===== config.mk =====
export PLATFORM = sky130hd
export DESIGN_NAME = game_ctrl
export DESIGN_NICKNAME = d
export VERILOG_FILES = /design/src/rtl/game_pkg.sv /design/src/rtl/rise_detect.sv /design/src/rtl/game_ctrl.sv
export SDC_FILE = /design/constraint.sdc
export NUM_CORES = 1
export LEC_CHECK = 0
export CAP_MARGIN = 10
export CORE_ASPECT_RATIO = 0.7
export CORE_MARGIN = 2
export CORE_UTILIZATION = 50
export CTS_CLUSTER_DIAMETER = 80
export CTS_CLUSTER_SIZE = 8
export DETAILED_ROUTE_END_ITERATION = 10
export PLACE_DENSITY = 0.73
export SLEW_MARGIN = 25
export SYNTH_ARGS = -nofsm -noshare
export SYNTH_HDL_FRONTEND = slang
export SYNTH_SLANG_ARGS = --single-unit

===== constraint.sdc =====
create_clock -name clk -period 3 [get_ports clk]
set_input_delay 0.9 -clock clk [delete_from_list [all_inputs] [get_ports clk]]
set_output_delay 0.9 -clock clk [all_outputs]
set_load 0.1 [all_outputs]

===== src/rtl/game_pkg.sv =====
// Shared game definitions: FSM state encoding, playfield geometry
// and small helpers used by top, frog and game_ctrl.
package game_pkg;

  typedef enum logic [1:0] {
    ST_TITLE = 2'b00,
    ST_PLAY  = 2'b01,
    ST_DYING = 2'b10,
    ST_OVER  = 2'b11
  } game_state_t;

  localparam int BLOCKSIZE = 32;

  localparam int LANE_GOAL_Y   = 1 * BLOCKSIZE;
  localparam int LANE_RIVER0_Y = 2 * BLOCKSIZE;
  localparam int LANE_RIVER1_Y = 3 * BLOCKSIZE;
  localparam int LANE_RIVER2_Y = 4 * BLOCKSIZE;
  localparam int LANE_BANK_Y   = 5 * BLOCKSIZE;
  localparam int LANE_ROAD0_Y  = 6 * BLOCKSIZE;
  localparam int LANE_ROAD1_Y  = 7 * BLOCKSIZE;
  localparam int LANE_ROAD2_Y  = 8 * BLOCKSIZE;
  localparam int LANE_START_Y  = 9 * BLOCKSIZE;

  function automatic logic [1:0] dec_sat2(
    input logic [1:0] v
  );
    return (v == 2'd0) ? 2'd0 : v - 2'd1;
  endfunction

endpackage


===== src/rtl/rise_detect.sv =====
// Single-bit rising-edge detector: one history register,
// output is high for the one cycle where d goes 0 -> 1.
module rise_detect (
  input  logic clk,
  input  logic reset_n,
  input  logic d,
  output logic rise
);

  logic q;

  always_ff @(posedge clk or negedge reset_n) begin
    if (!reset_n) q <= 1'b0;
    else          q <= d;
  end

  assign rise = d & ~q;

endmodule


===== src/rtl/game_ctrl.sv =====
// Game-level sequencer: title / play / dying / game-over flow,
// lives and score keeping, one-cycle respawn and audio pulses.
module game_ctrl
  import game_pkg::*;
#(
  parameter int unsigned START_LIVES  = 3,
  parameter int unsigned WIN_SCORE    = 5,
  parameter int unsigned DEATH_FRAMES = 30,
  parameter int unsigned OVER_FRAMES  = 60
) (
  input  logic       clk,
  input  logic       reset_n,
  input  logic       frame_tick,
  input  logic       start,
  input  logic       collision,
  input  logic       reached_end,
  output logic [1:0] state,
  output logic [1:0] lives,
  output logic [7:0] score,
  output logic       game_won,
  output logic       respawn,
  output logic       win_pulse,
  output logic       lose_pulse
);

  localparam logic [1:0] LIVES_L = 2'(START_LIVES);
  localparam logic [7:0] WIN_L   = 8'(WIN_SCORE);
  localparam logic [7:0] DEATH_L = 8'(DEATH_FRAMES);
  localparam logic [7:0] OVER_L  = 8'(OVER_FRAMES);

  game_state_t st;
  logic [7:0]  cnt;
  logic        start_rise;
  logic        coll_rise;
  logic        end_rise;
  logic        new_game;
  logic [7:0]  score_inc;

  rise_detect u_start_rd (
    .clk     (clk),
    .reset_n (reset_n),
    .d       (start),
    .rise    (start_rise)
  );

  rise_detect u_coll_rd (
    .clk     (clk),
    .reset_n (reset_n),
    .d       (collision),
    .rise    (coll_rise)
  );

  rise_detect u_end_rd (
    .clk     (clk),
    .reset_n (reset_n),
    .d       (reached_end),
    .rise    (end_rise)
  );

  assign state     = st;
  assign score_inc = score + 8'd1;

  // A game-over screen only accepts start once its timer has saturated.
  assign new_game = start_rise &
                    ((st == ST_TITLE) |
                     ((st == ST_OVER) & (cnt == OVER_L)));

  always_ff @(posedge clk or negedge reset_n) begin
    if (!reset_n) begin
      st         <= ST_TITLE;
      lives      <= LIVES_L;
      score      <= 8'd0;
      game_won   <= 1'b0;
      respawn    <= 1'b0;
      win_pulse  <= 1'b0;
      lose_pulse <= 1'b0;
      cnt        <= 8'd0;
    end else begin
      respawn    <= 1'b0;
      win_pulse  <= 1'b0;
      lose_pulse <= 1'b0;
      if (new_game) begin
        st       <= ST_PLAY;
        lives    <= LIVES_L;
        score    <= 8'd0;
        game_won <= 1'b0;
        respawn  <= 1'b1;
        cnt      <= 8'd0;
      end else begin
        unique case (st)
          ST_TITLE: begin
            cnt <= 8'd0;
          end
          ST_PLAY: begin
            if (end_rise) begin
              score   <= score_inc;
              respawn <= 1'b1;
              if (score_inc == WIN_L) begin
                game_won  <= 1'b1;
                win_pulse <= 1'b1;
                st        <= ST_OVER;
                cnt       <= 8'd0;
              end
            end else if (coll_rise) begin
              lives <= dec_sat2(lives);
              st    <= ST_DYING;
              cnt   <= 8'd0;
            end
          end
          ST_DYING: begin
            if (cnt == DEATH_L) begin
              cnt <= 8'd0;
              if (lives == 2'd0) begin
                game_won   <= 1'b0;
                lose_pulse <= 1'b1;
                st         <= ST_OVER;
              end else begin
                respawn <= 1'b1;
                st      <= ST_PLAY;
              end
            end else if (frame_tick) begin
              cnt <= cnt + 8'd1;
            end
          end
          ST_OVER: begin
            if (frame_tick && (cnt != OVER_L))
              cnt <= cnt + 8'd1;
          end
        endcase
      end
    end
  end

endmodule

# ---- Word-level counts from Yosys, hierarchy flattened
# Cells that the tools add are included.
dict set report word_totals {
  ff_bits 27
  elab_cells 93
  out_inout_bits 16
  in_bits 6
}
dict set report classes {
  n_reduce_logical 12
  n_eq_ne 16
  muxes 42
  n_addsub 3
  n_bitwise 9
}
# op n
set ops {}
lappend ops {{$mux W8} 10}
lappend ops {{$pmux W8 S4} 1}
lappend ops {{$mux W2} 11}
lappend ops {{$mux W1} 17}
lappend ops {{$add A8 B1 Y8 const B} 2}
lappend ops {{$ne A3 B3 Y1 const B} 4}
lappend ops {{$ne A4 B4 Y1 const B} 3}
lappend ops {{$eq A8 B3 Y1 const B} 1}
lappend ops {{$eq A8 B5 Y1 const B} 1}
lappend ops {{$eq A8 B6 Y1 const B} 1}
lappend ops {{$ne A8 B6 Y1 const B} 1}
lappend ops {{$reduce_and A4 Y1} 2}
lappend ops {{$reduce_bool A2 Y1} 3}
lappend ops {{$and A1 B1 Y1} 5}
lappend ops {{$reduce_and A5 Y1} 1}
lappend ops {{$eq A2 B2 Y1 const B} 2}
lappend ops {{$logic_not A2 Y1} 2}
lappend ops {{$pmux W1 S2} 2}
lappend ops {{$pmux W2 S2} 1}
lappend ops {{$ne A3 B2 Y1 const B} 1}
lappend ops {{$not A1 Y1} 3}
lappend ops {{$reduce_and A3 Y1} 1}
lappend ops {{$reduce_bool A3 Y1} 1}
lappend ops {{$eq A2 B1 Y1 const B} 1}
lappend ops {{5 further kinds} 5}

# ---- Depth between registers and ports, before layout
dict set report depth {
  ltp_word 6
  ltp_mapped 8
  ltp_nobuf 8
}

# ---- By module
# Synthesis repeated with hierarchy kept, for this count alone.
dict set report unflattened {
  hier_cells 175
  area_unflattened_um2 1676.6
}
# mod cells_each area_each_um2 seq_area_each_um2 n_inst
set modules_own_cells {}
lappend modules_own_cells {game_ctrl 169 1560.2 603.1 1}
lappend modules_own_cells {rise_detect 2 38.8 25.0 3}

# ---- Least setup slack after synthesis
# No wires, ideal clock.
dict set report synth_timing {
  path_kind {flip-flop to flip-flop}
  startpoint {register score[0]}
  endpoint {register cnt[0]}
  slack_ns 0.319
  t_required_ns 2.875
  path_buffers 0
  setup_ns 0.125
  synth_period_minus_slack_ns 2.681
  path_stages_with_launch 8
  arrival_ns 2.557
  path_cell_list {dfrtp_1 > ha_1 > and3_1 > a311oi_1 > o211a_1 > o21ai_2 > a221o_1 > mux2_2}
}
dict set report synth_via {
  elab_chain_len 4
}
# element line
set synth_rtl {}
lappend synth_rtl {{start: declaration} game_ctrl.sv:19} ;# output logic [7:0] score,
lappend synth_rtl {{start signal: assignment} game_ctrl.sv:96} ;# score <= score_inc;
lappend synth_rtl {{$add A8 B1 Y8} game_ctrl.sv:61} ;# assign score_inc = score + 8'd1;
lappend synth_rtl {{$eq A8 B3 Y1} game_ctrl.sv:98} ;# if (score_inc == WIN_L) begin
lappend synth_rtl {{$ne A4 B4 Y1 (no line)} n/a}
lappend synth_rtl {{$reduce_and A4 Y1 (no line)} n/a}
lappend synth_rtl {{end signal: assignment} game_ctrl.sv:122} ;# cnt <= cnt + 8'd1;
lappend synth_rtl {{end signal: assignment} game_ctrl.sv:127} ;# cnt <= cnt + 8'd1;
lappend synth_rtl {{end: declaration} game_ctrl.sv:32} ;# logic [7:0] cnt;
# No other way between the ends.
# A chain may end at the register's enable or synchronous reset.

# ---- Worst setup path in the final report
dict set report layout_timing {
  startpoint {input reached_end}
  endpoint {register score[7]}
}
dict set report layout_via {
  elab_chain_len 3
}
# element line
set layout_rtl {}
lappend layout_rtl {{start: declaration} game_ctrl.sv:16} ;# input logic reached_end,
lappend layout_rtl {{$and A1 B1 Y1} rise_detect.sv:17} ;# assign rise = d & ~q;
lappend layout_rtl {{$reduce_bool A2 Y1 (no line)} n/a}
lappend layout_rtl {{$reduce_and A2 Y1 (no line)} n/a}
# No other way between the ends.

==> PnR_summary.wiki <==
{| class="wikitable"
! Metric !! Value
|-
| Comb pwr share || 56.8%
|-
| Row cnt || 17
|-
| Clk_lat worst skew || 280 ps
|-
| Number of fill cells || ~280
|-
| Overall routed net length || 4000 microns
|-
| Critical path peak fanout || 9
|-
| Delay of the slowest cell on the worst path || 500 ps
|-
| Startpoint class of the critical path || input port
|-
| Number of placed instances, taps included || 243
|-
| Clock tree from TritonCTS || built
|-
| Starting utilization of the core area || 53.1%
|-
| Result of the run || complete, no violations
|-
| Max rail drop VDD || 601 uV
|-
| Netlist cell types || 49
|-
| Root buffer selected by CTS || sky130_fd_sc_hd__clkbuf_8
|-
| Fin. max-slew vios || 0
|-
| Worst hold margin || between 500 and 600 ps
|-
| Worst slew pin tran || 537 ps
|-
| Area of the core || 3190 sq um
|-
| Final number of setup-violating endpoints || 0
|-
| Cells along the critical path || clkdlybuf4s50_1, nor2b_1, and2_1, and2_1, nand3_1, xor2_1, nor2_1
|-
| LEAKAGE || 0.898 nW
|-
| First-pass iteration count of the detailed router || 4
|-
| Sum of overflow across all layers after global routing || 0
|-
| Wire length of the first global-routing pass || about 6600 microns
|-
| Type of element capturing the critical path || flip-flop
|-
| FFs w/ async S/R, synth || 100%
|-
| Share of the yosys chip area belonging to registers || 40.0%
|-
| Share of total power in the clock network || 12.1%
|-
| Die area || around 3900 sq um
|-
| Total Routing Usage GR || 22.5%
|-
| Leading register cell type out of synthesis || sky130_fd_sc_hd__dfrtp_1
|-
| Yosys Warn Count || 0
|-
| Sw power || 0.904 mW
|-
| Most common library cell in the layout ignoring fill and taps || sky130_fd_sc_hd__dfrtp_1
|-
| Kind of cell adding the most delay to the critical path || simple AND/OR/NAND/NOR gates
|-
| Wire per inst || 16.2 microns
|-
| Count of nets after finishing || 226
|-
| Die outline width || 73.6 microns
|-
| Per-instance average area after synthesis || 9.11 sq um
|-
| Finished layout cell area || 1960 sq um
|-
| Buffer depth of the longest clock path || 2
|-
| Part of the cycle the worst path needs || 84.4%
|-
| Buffer count from post-CTS setup fixing || 0
|-
| Antenna Diode Count || 0
|-
| Upper clock frequency limit || 0.395 GHz
|-
| Post-cts gate resize count || 0
|-
| GP Congestion || 0.931
|-
| Post-synthesis sequential element count || 27
|-
| Switching share of total power || 52.6%
|-
| H-tree levels || 1
|-
| Worst Skew || 5.36 ps
|-
| Vias in the first global route || 1378
|-
| Sinks on Clock Net || 27
|-
| Required time at the worst-slack endpoint || 3210 ps
|-
| Cell Count, Final, Fillers Out || 247
|-
| Crit path time final || 2530 ps
|-
| Cell area after placement || 1920 sq um
|-
| Via-per-instance ratio || 5.96
|-
| Hold Violations, Final || 0
|-
| Post-synth design cell area || 1690 sq um
|-
| TNS Setup || 0 ps
|-
| HPWL Detailed || 2940 microns
|-
| Initial antenna violation count || 0
|-
| Highest-count cells in the layout ignoring fill and taps || sky130_fd_sc_hd__dfrtp_1 (25), sky130_fd_sc_hd__buf_4 (20), sky130_fd_sc_hd__nor2_1 (16), sky130_fd_sc_hd__nand2_1 (16), sky130_fd_sc_hd__inv_1 (14)
|-
| Number of enable flip-flop cells after synthesis || 0
|-
| Relative contribution of sequential cells to total power || 31.1%
|-
| Type of the most critical hold path || reg2reg
|-
| Share of final-layout standard cells stronger than drive strength 1 || 16.7%
|-
| Reported max-cap violation count || 0
|-
| Buf/Inv on CP || 1
|-
| Synthesized instance count || 186
|-
| Remaining antenna violation count after routing || 0
|-
| Vertical die dimension || 52.7 microns
|-
| Number of buffers inserted during clock tree synthesis || 3
|-
| Internal power || around 0.81 mW
|-
| Arrival time at the worst endpoint || 2740 ps
|-
| Post-route DRC || 0
|-
| Total power density per cell area || between 800 and 900 nW/um^2
|-
| Total number of vias || 1472
|-
| Critical path class || in2reg
|-
| Max-slew headroom || 64.2%
|-
| Unrepaired setup endpoints after global routing || false
|-
| Clock transition at path regs || approximately 90 ps
|-
| Most used cell along the critical path || sky130_fd_sc_hd__and2_1
|-
| Synthesized net count || between 200 and 250
|-
| Count of input and output buffers || 21
|-
| Library cell contributing the largest single delay on the critical path || sky130_fd_sc_hd__clkdlybuf4s50_1
|-
| CTS hold repair buffers || 0
|-
| I/O Pins || 22
|-
| Largest net degree at the start of global routing || 28
|-
| Initial drt markers || 135
|-
| Relative area change from synthesis to final layout || 15.9%
|}
[cell type report]
class / instances / area, sq um / area share (%)
clock inverters: 1 / 5.00 / 0.255
inverters: 14 / 52.6 / 2.68
multi-input cells: 139 / 938 / 47.8
clock buffers: 3 / 41.3 / 2.10
repair buffers: 25 / 200 / 10.2
flip-flops and latches: 27 / 678 / 34.5
well taps: 38 / 47.5 / 2.42
[registers in the layout (all words and copies together) (netlist names), 2 cells and up]
| register | flops |
|---|---|
| score | 8 |
| state | 2 |
| lives | 2 |
| cnt | 8 |
[routing by layer]
| layer | global-route usage, % | vias to the layer above | wire [microns] |
|---|---|---|---|
| met5 | 0 | - | 0 |
| met4 | 4.55 | 0 | 23 |
| met3 | 5.00 | 6 | 214 |
| met2 | 35.7 | 45 | 1810 |
| met1 | 31.6 | 705 | 1950 |
| li1 | - | 716 | - |
[synthesized netlist by cell type (all sizes together) (2+ instances only)]
cell type,count,area share (%)
a21oi,9,2.7
a221oi,2,1.0
a22o,2,1.0
a41oi,4,3.0
and2,5,1.8
and3,2,0.74
and4,2,1.3
buf,2,0.59
clkbuf,4,0.89
dfrtp,25,37
dfstp,2,3.1
ha,10,7.4
inv,14,3.1
mux2,2,1.3
nand2,16,3.5
nand2b,5,2.3
nand3,8,2.4
nand3b,2,0.89
nand4,5,1.8
nor2,16,3.5
nor2b,2,0.74
nor3,3,0.89
nor3b,2,0.89
nor4,3,1.1
o21ai,11,3.5
o22ai,3,1.1
xnor2,3,1.6
xor2,4,2.1
[cells by family after synthesis]
logic type / synth area share [%]
AND/OR/NAND/NOR: 24.4
XOR/XNOR: 3.62
buffers and inverters: 4.58
flip-flops: 40.0
AO/OA/AOI/OAI: 18.7
adder cells (fa/ha/maj): 7.39
multiplexers: 1.33
[through the flow]
| step | util [%] | worst slack, ps | total power [mW] |
|---|---|---|---|
| 4_1_cts | 61.5 | 491 | 1.72 |
| 2_1_floorplan | - | 319 | 1.28 |
| 3_3_place_gp | 60.1 | 250 | 1.48 |
| 5_1_grt | 61.5 | 331 | 1.82 |
| 3_5_place_dp | 60.1 | 222 | 1.50 |
| 6_report | 61.5 | 468 | 1.72 |
[path summary, 6_finish.rpt]
path	startpoint	endpoint	slack [ps]	cells after the start
worst max-delay path	reached_end	score[7]	470	7
worst min-delay path	lives[1]	lives[1]	520	2
worst max register to register	score[0]	cnt[0]	490	7
worst min register to register	lives[1]	lives[1]	520	2
max in group asynchronous	reset_n	lives[0]	1710	2
min in group asynchronous	reset_n	score[3]	980	2
[power groups by stage]
stage	registers, mW	logic, mW	clock network, mW
floorplan	0.876	0.408	0
global placement	0.533	0.946	0
detailed placement	0.539	0.964	0
CTS	0.534	0.975	0.215
global route	0.549	1.04	0.229
finish	0.535	0.976	0.208
[worst reg2reg max path: cells and delay by family (launching register included)]
family / cells / cell delay [ps]
AND/OR/NAND/NOR: 1 / 220
multiplexers: 1 / 260
adder cells (fa/ha/maj): 1 / 280
flip-flops: 1 / 460
AO/OA/AOI/OAI: 4 / 1180
(Power assumes the default switching activity.)
